===== config.mk =====
export PLATFORM = sky130hd
export DESIGN_NAME = turn_sequencer
export DESIGN_NICKNAME = d
export VERILOG_FILES = /design/src/rtl/turn_sequencer.sv
export SDC_FILE = /design/constraint.sdc
export NUM_CORES = 1
export LEC_CHECK = 0
export BUFFER_PORTS_ARGS = -buffer_cell sky130_fd_sc_hd__buf_2
export CORE_ASPECT_RATIO = 1.5
export CORE_MARGIN = 2
export CORE_UTILIZATION = 49
export CTS_CLUSTER_SIZE = 40
export DETAILED_ROUTE_END_ITERATION = 8
export GPL_TIMING_DRIVEN = 0
export PLACE_DENSITY_LB_ADDON = 0.05
export SETUP_SLACK_MARGIN = 0.2
export SYNTH_ARGS = -nofsm -noshare
export SYNTH_HDL_FRONTEND = slang
export SYNTH_SLANG_ARGS = --single-unit

===== constraint.sdc =====
create_clock -name clk -period 2 [get_ports clk]
set_input_delay 0.1 -clock clk [delete_from_list [all_inputs] [get_ports clk]]
set_output_delay 0.1 -clock clk [all_outputs]
set_load 0.1 [all_outputs]

===== src/rtl/turn_sequencer.sv =====
// -----------------------------------------------------------------------------
// turn_sequencer
//
// Turn controller for the enemy sprite units. A game alternates one PLAYER
// phase with a round of enemy phases. In each round every live enemy is
// started once, in ascending index order. A start is only issued on a frame
// boundary while that enemy is idle. The sequencer then waits for that
// enemy's finished pulse, or for the watchdog to expire. Each completed round
// bumps the shared turn counter and the global rotation.
//
// Ports
//   clk                system clock (single domain)
//   rst                synchronous, active-high reset
//   start_in           pulse, leaves IDLE and begins the game
//   player_done_in     pulse, player committed its move (PLAYER only)
//   new_frame_in       pulse, start of vertical blanking
//   enemy_alive_in     live mask; dead enemies are skipped
//   enemy_busy_in      per-enemy busy flag; blocks a start
//   enemy_finished_in  per-enemy finished pulse
//   state_out          phase code 0 IDLE, 1 PLAYER, 2 E_START, 3 E_WAIT, 4 ADVANCE
//   turn_out           turn counter, wraps 15 -> 0
//   rotate_out         global rotation, mod 4
//   enemy_start_out    one-hot, single-cycle start pulse
//   active_idx_out     index of the enemy currently sequenced
//   player_turn_out    high while in PLAYER
//   round_done_out     one-cycle pulse while in ADVANCE
//   timeout_out        one-cycle pulse on watchdog expiry
// -----------------------------------------------------------------------------
module turn_sequencer #(
   parameter int NUM_ENEMIES    = 4,
   parameter int TIMEOUT_CYCLES = 1_000_000
) (
   input  logic                   clk,
   input  logic                   rst,
   input  logic                   start_in,
   input  logic                   player_done_in,
   input  logic                   new_frame_in,
   input  logic [NUM_ENEMIES-1:0] enemy_alive_in,
   input  logic [NUM_ENEMIES-1:0] enemy_busy_in,
   input  logic [NUM_ENEMIES-1:0] enemy_finished_in,
   output logic [3:0]             state_out,
   output logic [3:0]             turn_out,
   output logic [1:0]             rotate_out,
   output logic [NUM_ENEMIES-1:0] enemy_start_out,
   output logic [2:0]             active_idx_out,
   output logic                   player_turn_out,
   output logic                   round_done_out,
   output logic                   timeout_out
);

   typedef enum logic [3:0] {
      S_IDLE    = 4'd0,
      S_PLAYER  = 4'd1,
      S_E_START = 4'd2,
      S_E_WAIT  = 4'd3,
      S_ADVANCE = 4'd4
   } state_t;

   // Watchdog is just wide enough to hold TIMEOUT_CYCLES-1 and saturates there.
   localparam int              WD_W    = (TIMEOUT_CYCLES > 1) ? $clog2(TIMEOUT_CYCLES) : 1;
   localparam logic [WD_W-1:0] WD_LAST = WD_W'(TIMEOUT_CYCLES - 1);

   // Registered state and outputs
   state_t                 state_q;
   logic [2:0]             idx_q;
   logic [WD_W-1:0]        wdog_q;
   logic [3:0]             turn_q;
   logic [1:0]             rotate_q;
   logic [NUM_ENEMIES-1:0] start_q;
   logic                   player_turn_q;
   logic                   round_done_q;
   logic                   timeout_q;

   // Next values
   state_t                 state_d;
   logic [2:0]             idx_d;
   logic [WD_W-1:0]        wdog_d;
   logic [3:0]             turn_d;
   logic [1:0]             rotate_d;
   logic [NUM_ENEMIES-1:0] start_d;
   logic                   player_turn_d;
   logic                   round_done_d;
   logic                   timeout_d;

   // Decision strobes from the next-state logic
   logic                   fire;
   logic                   wd_expired;

   // Per-index view of the currently sequenced enemy
   logic                   cur_alive;
   logic                   cur_busy;
   logic                   cur_finished;
   logic [NUM_ENEMIES-1:0] cur_onehot;

   // Find-first results
   logic                   first_found;
   logic [2:0]             first_idx;
   logic                   next_found;
   logic [2:0]             next_idx;

   // NOTE: every signal written in an always_comb gets a default first, so no
   // path through the block leaves it unassigned and no latch is inferred.
   always_comb begin
      cur_alive    = 1'b0;
      cur_busy     = 1'b0;
      cur_finished = 1'b0;
      cur_onehot   = '0;
      for (int i = 0; i < NUM_ENEMIES; i++) begin
         if (idx_q == 3'(i)) begin
            cur_onehot[i] = 1'b1;
            cur_alive     = enemy_alive_in[i];
            cur_busy      = enemy_busy_in[i];
            cur_finished  = enemy_finished_in[i];
         end
      end
   end

   // Lowest alive index overall, and lowest alive index strictly above idx_q.
   // Scanning downwards lets the last hit (the lowest index) win.
   always_comb begin
      first_found = 1'b0;
      first_idx   = '0;
      next_found  = 1'b0;
      next_idx    = '0;
      for (int i = NUM_ENEMIES - 1; i >= 0; i--) begin
         if (enemy_alive_in[i]) begin
            first_found = 1'b1;
            first_idx   = 3'(i);
            if (3'(i) > idx_q) begin
               next_found = 1'b1;
               next_idx   = 3'(i);
            end
         end
      end
   end

   // State register
   // NOTE: sequential state uses non-blocking assignments only, so every
   // register samples the pre-edge value of every other register.
   always_ff @(posedge clk) begin
      if (rst) begin
         state_q       <= S_IDLE;
         idx_q         <= '0;
         wdog_q        <= '0;
         turn_q        <= '0;
         rotate_q      <= '0;
         start_q       <= '0;
         player_turn_q <= 1'b0;
         round_done_q  <= 1'b0;
         timeout_q     <= 1'b0;
      end else begin
         state_q       <= state_d;
         idx_q         <= idx_d;
         wdog_q        <= wdog_d;
         turn_q        <= turn_d;
         rotate_q      <= rotate_d;
         start_q       <= start_d;
         player_turn_q <= player_turn_d;
         round_done_q  <= round_done_d;
         timeout_q     <= timeout_d;
      end
   end

   // Next-state logic
   always_comb begin
      state_d    = state_q;
      idx_d      = idx_q;
      fire       = 1'b0;
      wd_expired = 1'b0;
      case (state_q)
         S_IDLE: begin
            if (start_in) state_d = S_PLAYER;
         end
         S_PLAYER: begin
            if (player_done_in) begin
               if (first_found) begin
                  state_d = S_E_START;
                  idx_d   = first_idx;
               end else begin
                  state_d = S_ADVANCE;
               end
            end
         end
         S_E_START: begin
            // An enemy that died while waiting for its frame is skipped
            // before any start is considered.
            if (!cur_alive) begin
               if (next_found) idx_d   = next_idx;
               else            state_d = S_ADVANCE;
            end else if (new_frame_in && !cur_busy) begin
               fire    = 1'b1;
               state_d = S_E_WAIT;
            end
         end
         S_E_WAIT: begin
            // A finish in the expiry cycle wins over the timeout.
            wd_expired = !cur_finished && (wdog_q == WD_LAST);
            if (cur_finished || wd_expired) begin
               if (next_found) begin
                  state_d = S_E_START;
                  idx_d   = next_idx;
               end else begin
                  state_d = S_ADVANCE;
               end
            end
         end
         S_ADVANCE: begin
            state_d = S_PLAYER;
         end
         default: begin
            state_d = S_IDLE;
         end
      endcase
   end

   // Output logic: next values for the registered outputs and the watchdog
   always_comb begin
      turn_d        = turn_q;
      rotate_d      = rotate_q;
      wdog_d        = wdog_q;
      start_d       = fire ? cur_onehot : '0;
      player_turn_d = (state_d == S_PLAYER);
      // ADVANCE lasts one cycle, so this is high only on entry.
      round_done_d  = (state_d == S_ADVANCE);
      timeout_d     = wd_expired;

      if (state_q == S_IDLE) begin
         turn_d   = '0;
         rotate_d = '0;
      end

      // Counters step on entry so the new values are visible during ADVANCE.
      if (state_d == S_ADVANCE) begin
         turn_d   = turn_q + 4'd1;
         rotate_d = rotate_q + 2'd1;
      end

      if (fire) begin
         wdog_d = '0;
      end else if ((state_q == S_E_WAIT) && (wdog_q != WD_LAST)) begin
         wdog_d = wdog_q + 1'b1;
      end
   end

   assign state_out       = state_q;
   assign turn_out        = turn_q;
   assign rotate_out      = rotate_q;
   assign enemy_start_out = start_q;
   assign active_idx_out  = idx_q;
   assign player_turn_out = player_turn_q;
   assign round_done_out  = round_done_q;
   assign timeout_out     = timeout_q;

endmodule

* Yosys cells after proc, flatten, opt, wreduce, memory -nomap -nowiden
Cells that the tools add are included.
** Storage, ports and cells
- Input port bits :: 17
- Output and inout bits :: 20
- Bits in registers :: 40
- Logic and storage cells :: 109
** Operators by class
- Magnitude comparators :: 4
- Eq/ne operators :: 15
- Bitwise operators :: 2
- Muxes and demuxes :: 62
- Add/subtract/negate cells :: 3
- Reduce and logical (&&, ||, !) cells :: 14
** Operators by type and width (count)
- $mux W3 :: 16
- $mux W4 :: 8
- $mux W1 :: 31
- $add A20 B1 Y20 const B :: 1
- $eq A20 B20 Y1 const B :: 1
- $ne A20 B20 Y1 const B :: 1
- $pmux W4 S5 :: 1
- $mux W2 :: 5
- $pmux W3 S3 :: 1
- $eq A4 B1 Y1 const B :: 2
- $eq A4 B2 Y1 const B :: 2
- $eq A4 B3 Y1 const B :: 2
- $ne A2 B2 Y1 const B :: 4
- $eq A3 B2 Y1 const B :: 2
- $gt A1 B3 Y1 const A :: 2
- $gt A2 B3 Y1 const A :: 2
- $reduce_or A2 Y1 :: 3
- $reduce_and A5 Y1 :: 1
- $add A4 B1 Y4 const B :: 1
- $logic_not A4 Y1 :: 1
- $eq A3 B1 Y1 const B :: 1
- $logic_and A1 B1 Y1 :: 3
- $logic_not A3 Y1 :: 1
- $reduce_bool A3 Y1 :: 1
- 5 further kinds :: 7

* Longest topological paths before layout
- Word-level depth :: 14
- Depth in mapped cells :: 8
- Gate-level depth less buffers :: 6

* Worst setup path before layout
No wires, ideal clock.
- Path kind :: flip-flop to flip-flop
- Start point :: register idx_q[0] (netlist: active_idx_out[0])
- End point :: register rotate_q[1] (netlist: rotate_out[1])
- Path slack :: -0.847 ns
- Data arrival time :: 2.744 ns
- Stages on the path, launching flop included :: 8
- Required time :: 1.897 ns
- Path buffers :: 2
- Path through :: dfxtp_1 > clkbuf_1 > mux4_2 > a21o_4 > a311oi_4 > buf_2 > o211ai_1 > o41ai_1
** On the way
- Cells in the longest elaborated chain, start to end :: 14
** Ends and longest elaborated chain
- from (decl) :: RTL line 65 : logic [2:0] idx_q;
- from (signal assigned) :: RTL line 153 : idx_q <= idx_d;
- $gt A2 B3 Y1 :: RTL line 129 : if (3'(i) > idx_q) begin
- $mux W1 :: RTL line 129
- $mux W1 :: RTL line 126 : if (enemy_alive_in[i]) begin
- $mux W1 :: RTL line 129
- $mux W1 :: RTL line 126
- $mux W1 :: RTL line 129
- $mux W1 :: RTL line 126
- $mux W1 :: RTL line 129
- $mux W1 :: RTL line 126
- $mux W4 / $mux W3 (equally long branches) :: RTL line 188, 199
- $mux W4 (on tied branches) :: RTL line 187, 198
- $pmux W4 S5 * :: RTL line 170 : case (state_q)
- $eq A4 B3 Y1 * :: RTL line 233 : if (state_d == S_ADVANCE) begin
- $mux W2 / $reduce_bool A2 Y1 (equally long branches)
- to (signal assigned) :: RTL line 156 : rotate_q <= rotate_d;
- to (decl) :: RTL line 68 : logic [1:0] rotate_q;
Every way passes the cells marked *; elsewhere a longest branch is shown, timed or not.
A chain may end at the register's enable or synchronous reset.

* Worst setup path in the final report
- Start point :: register wdog_q[6]
- End point :: register turn_q[3] (netlist: turn_out[3])
** On the way
- Cells in the longest elaborated chain, start to end :: 7
** Ends and longest elaborated chain
- from (decl) :: RTL line 66 : logic [WD_W-1:0] wdog_q;
- from (signal assigned) :: RTL line 154 : wdog_q <= wdog_d;
- $eq A20 B20 Y1 * :: RTL line 197 : wd_expired = !cur_finished && (wdog_q == WD_LAST);
- $logic_and A1 B1 Y1 * :: RTL line 197
- $logic_or A1 B1 Y1 * :: RTL line 198 : if (cur_finished || wd_expired) begin
- $mux W4 * :: RTL line 198
- $pmux W4 S5 * :: RTL line 170
- $eq A4 B3 Y1 * :: RTL line 233
- $mux W4 / $reduce_bool A2 Y1 (equally long branches)
- to (signal assigned) :: RTL line 155 : turn_q <= turn_d;
- to (decl) :: RTL line 67 : logic [3:0] turn_q;
Marked as above.

==> impl_results.md <==
* Yosys cell types at 52
* Number of antenna repair diodes at 0
* CTS tree: yes
* Kind of critical path: reg2reg
* Mean Syn Cell Area at 8.51 um^2
* Worst vdd ir at 0.520 mV
* Critical path launch point type: flip-flop
* GR Util All Layers at 21.8%
* Multiplexer share of the synthesized area at 2.62%
* EDFF count, synth at 0
* Starting Density at 51.2%
* Die W at 56.3 um
* Root Buffer: clkbuf_8
* Area of the die at 4640 um^2
* Layout Skew at 8.40 ps
* Register area share after synthesis at 38.9%
* Clock Pin Slew Worst Setup and Hold Paths at 80 ps
* CP Launch Point: wdog_q[6]
* Total global routing overflow at 0
* Worst hold path class: in2reg
* DR WL/cell at 14.9 um
* DRT iter0 DRCs at 63
* Endpoint class of the critical path: flip-flop
* Vias in the first global route at 1,796
* Netlist Area Pre-Place at 2010 um^2
* TritonRoute pass-1 iters at 6
* Gate Count Post-Synth at 236
* Static Leakage at 1.04 nW
* Total power at 1.50 mW
* Pwr Density at 550 nW/um^2
* Fill count at 328
* Worst EP arrival at 2460 ps
* Compound-Gate Fraction of Synth Area at 16.0%
* Core area at 3920 um^2
* Layout cell share with drive strength beyond 1 at 36.5%
* Post-Synth Adder-Cell Area at 1.25%
* Max Freq at 448 MHz
* Total routed wirelength at 5120 um
* IO Pins at 37
* Xor/xnor share of the synthesized area at 8.29%
* Row cnt at 28
* Die extent in y at 82.4 um
* Initial antenna violation count at 0
* Number of I/O port buffers at 34
* Post-synthesis simple-gate area fraction at 29.2%
* Final worst-path setup slack at -231 ps
* CTS Buffer Depth at 2
* Placer Congestion at 0.810
* First-pass GRT wire length at 8000 um
* Least-Margin Pin Slew at 670 ps
* Slew Viols, Final at 0
* Worst Path Required at 2230 ps
* Area Growth Syn to Fin at 36.3%
* Synth warn at 0
* Vias per std cell at 5.65
* R2R Path Start: wdog_q[6]
* RSZ-0062 raised after global routing: true
* Flops & latches, synth at 39
* H-tree depth at 2
* DRC viols at 0
* Main synth FF type: dfxtp_1
* Outcome: finished, violations left
* Post-CTS Hold Buffers at 0
* Final hold vios at 0
* Max-cap violations at 0
* Tcrit/Tclk final at 112%
* Max FO, Critical Path at 5
* Layout Utilization at 69.7%
* Detailed Place HPWL at 3450 um
* DR vias at 1,944
* TritonCTS buffer count at 5
* Final worst path period need at 2230 ps
* Worst rel slew slack at 54.8%
* HP Start: rst
* # clock sinks at 39
* Largest family of logic cells by synthesized area: simple AND/OR/NAND/NOR gates
* Worst-Skew Late Latency at 290 ps
* Failing checks: setup timing
* Async S/R FF share, synth at 0%
* Largest net degree at the start of global routing at 13
* Final Net Count at 317
* ANT nets after route at 0
* Setup violators final at 28
## cells in the mapped netlist, types with 3 or more instances
master / count / share of area [%]
nor4_1: 8 / 2.5
nand4_1: 3 / 0.93
clkbuf_1: 8 / 1.5
and3_1: 4 / 1.2
dfxtp_1: 39 / 39
nor3_1: 9 / 2.2
inv_1: 7 / 1.3
nand3_1: 10 / 2.5
or3_1: 3 / 0.93
xnor2_1: 14 / 6.1
o41ai_1: 3 / 1.3
a21oi_1: 9 / 2.2
nor2_1: 38 / 7.1
o21ai_0: 11 / 2.7
nand2_1: 14 / 2.6
mux2i_1: 3 / 1.5
nand2b_1: 4 / 1.2
xor2_1: 5 / 2.2
## kinds of logic (layout without fill, tap and decap cells)
| kind of cell | after synthesis | in the layout |
|---|---|---|
| AND/OR/NAND/NOR | 109 | 109 |
| AO/OA/AOI/OAI | 44 | 44 |
| flip-flops | 39 | 39 |
| XOR/XNOR | 19 | 19 |
| buffers and inverters | 18 | 80 |
| multiplexers | 4 | 4 |
| adder cells (fa/ha/maj) | 2 | 2 |
| other | 1 | 2 |
## registers in the layout, indices dropped and copies added, names as in the netlist
name / count
enemy_start_out: 4
active_idx_out: 2
player_turn_out: 1
state_out: 4
turn_out: 4
timeout_out: 1
rotate_out: 2
wdog_q: 20
round_done_out: 1
## per-stage QoR
step	TNS [ps]	cell area, um^2	hold slack (ps)	setup slack, ps	instances
6_report	-3090	2740	224	-231	344
5_1_grt	-4890	2740	246	-268	344
3_5_place_dp	-3860	2360	466	-260	316
3_3_place_gp	-3490	2360	457	-237	316
2_1_floorplan	-1250	2130	347	-200	237
4_1_cts	-1850	2600	204	-111	336
## layout by cell type, fill, tap and decap left out, types with 4 or more instances in the layout
cell	count
nor4_1	5
dfxtp_4	7
buf_4	16
nor2_1	36
xnor2_1	14
inv_1	7
nor3_1	7
and3_1	4
clkbuf_8	11
o21ai_0	7
dfxtp_1	30
buf_2	34
nand3_1	8
nand2_1	13
buf_6	7
a21oi_1	7
xor2_1	5
## metal layers
| layer | vias up | global-route usage [%] | share of wire, % |
|---|---|---|---|
| li1 | 970 | - | - |
| met1 | 920 | 22.8 | 38 |
| met2 | 43 | 41.8 | 56 |
| met3 | 11 | 3.89 | 3.5 |
| met4 | 0 | 11.0 | 2.1 |
| met5 | - | 0 | 0 |
## worst max-delay path: stages (launching register included)
cell	delay [ps]
dfxtp_4	340
or4_4	540
nor4_4	360
buf_4	180
a21o_4	120
a311oi_4	120
or3_1	380
a21oi_2	130
## where the power goes
group	internal [mW]	total (mW)	switching [mW]
sequential	0.770	0.774	0.00371
clock	0.315	0.592	0.277
combinational	0.0495	0.139	0.0895
total	1.13	1.50	0.370
## final cells by class
| class | instances | area (um^2) | area share, % |
|---|---|---|---|
| multi-input combinational | 180 | 1300 | 47.5 |
| timing repair buffer | 54 | 339 | 12.4 |
| tap | 45 | 56.3 | 2.06 |
| sequential | 39 | 810 | 29.6 |
| clock inverter | 1 | 6.26 | 0.229 |
| buffer | 11 | 104 | 3.80 |
| clock buffer | 7 | 96.3 | 3.52 |
| inverter | 7 | 26.3 | 0.960 |
## worst paths after layout
path | endpoint | slack (ps) | depth (start not counted)
worst max-delay path | turn_out[3] | -230 | 7
worst min-delay path | enemy_start_out[3] | 220 | 2
worst max register to register | turn_out[3] | -230 | 7
worst min register to register | rotate_out[1] | 480 | 1
## timing repair
action                     CTS  global route
resized for setup           19            18
gates cloned                 2             0
setup buffers               10             8
setup endpoints to repair   36            38
pin swaps                   22            15
No activity file was read; power rests on OpenSTA's default activity.
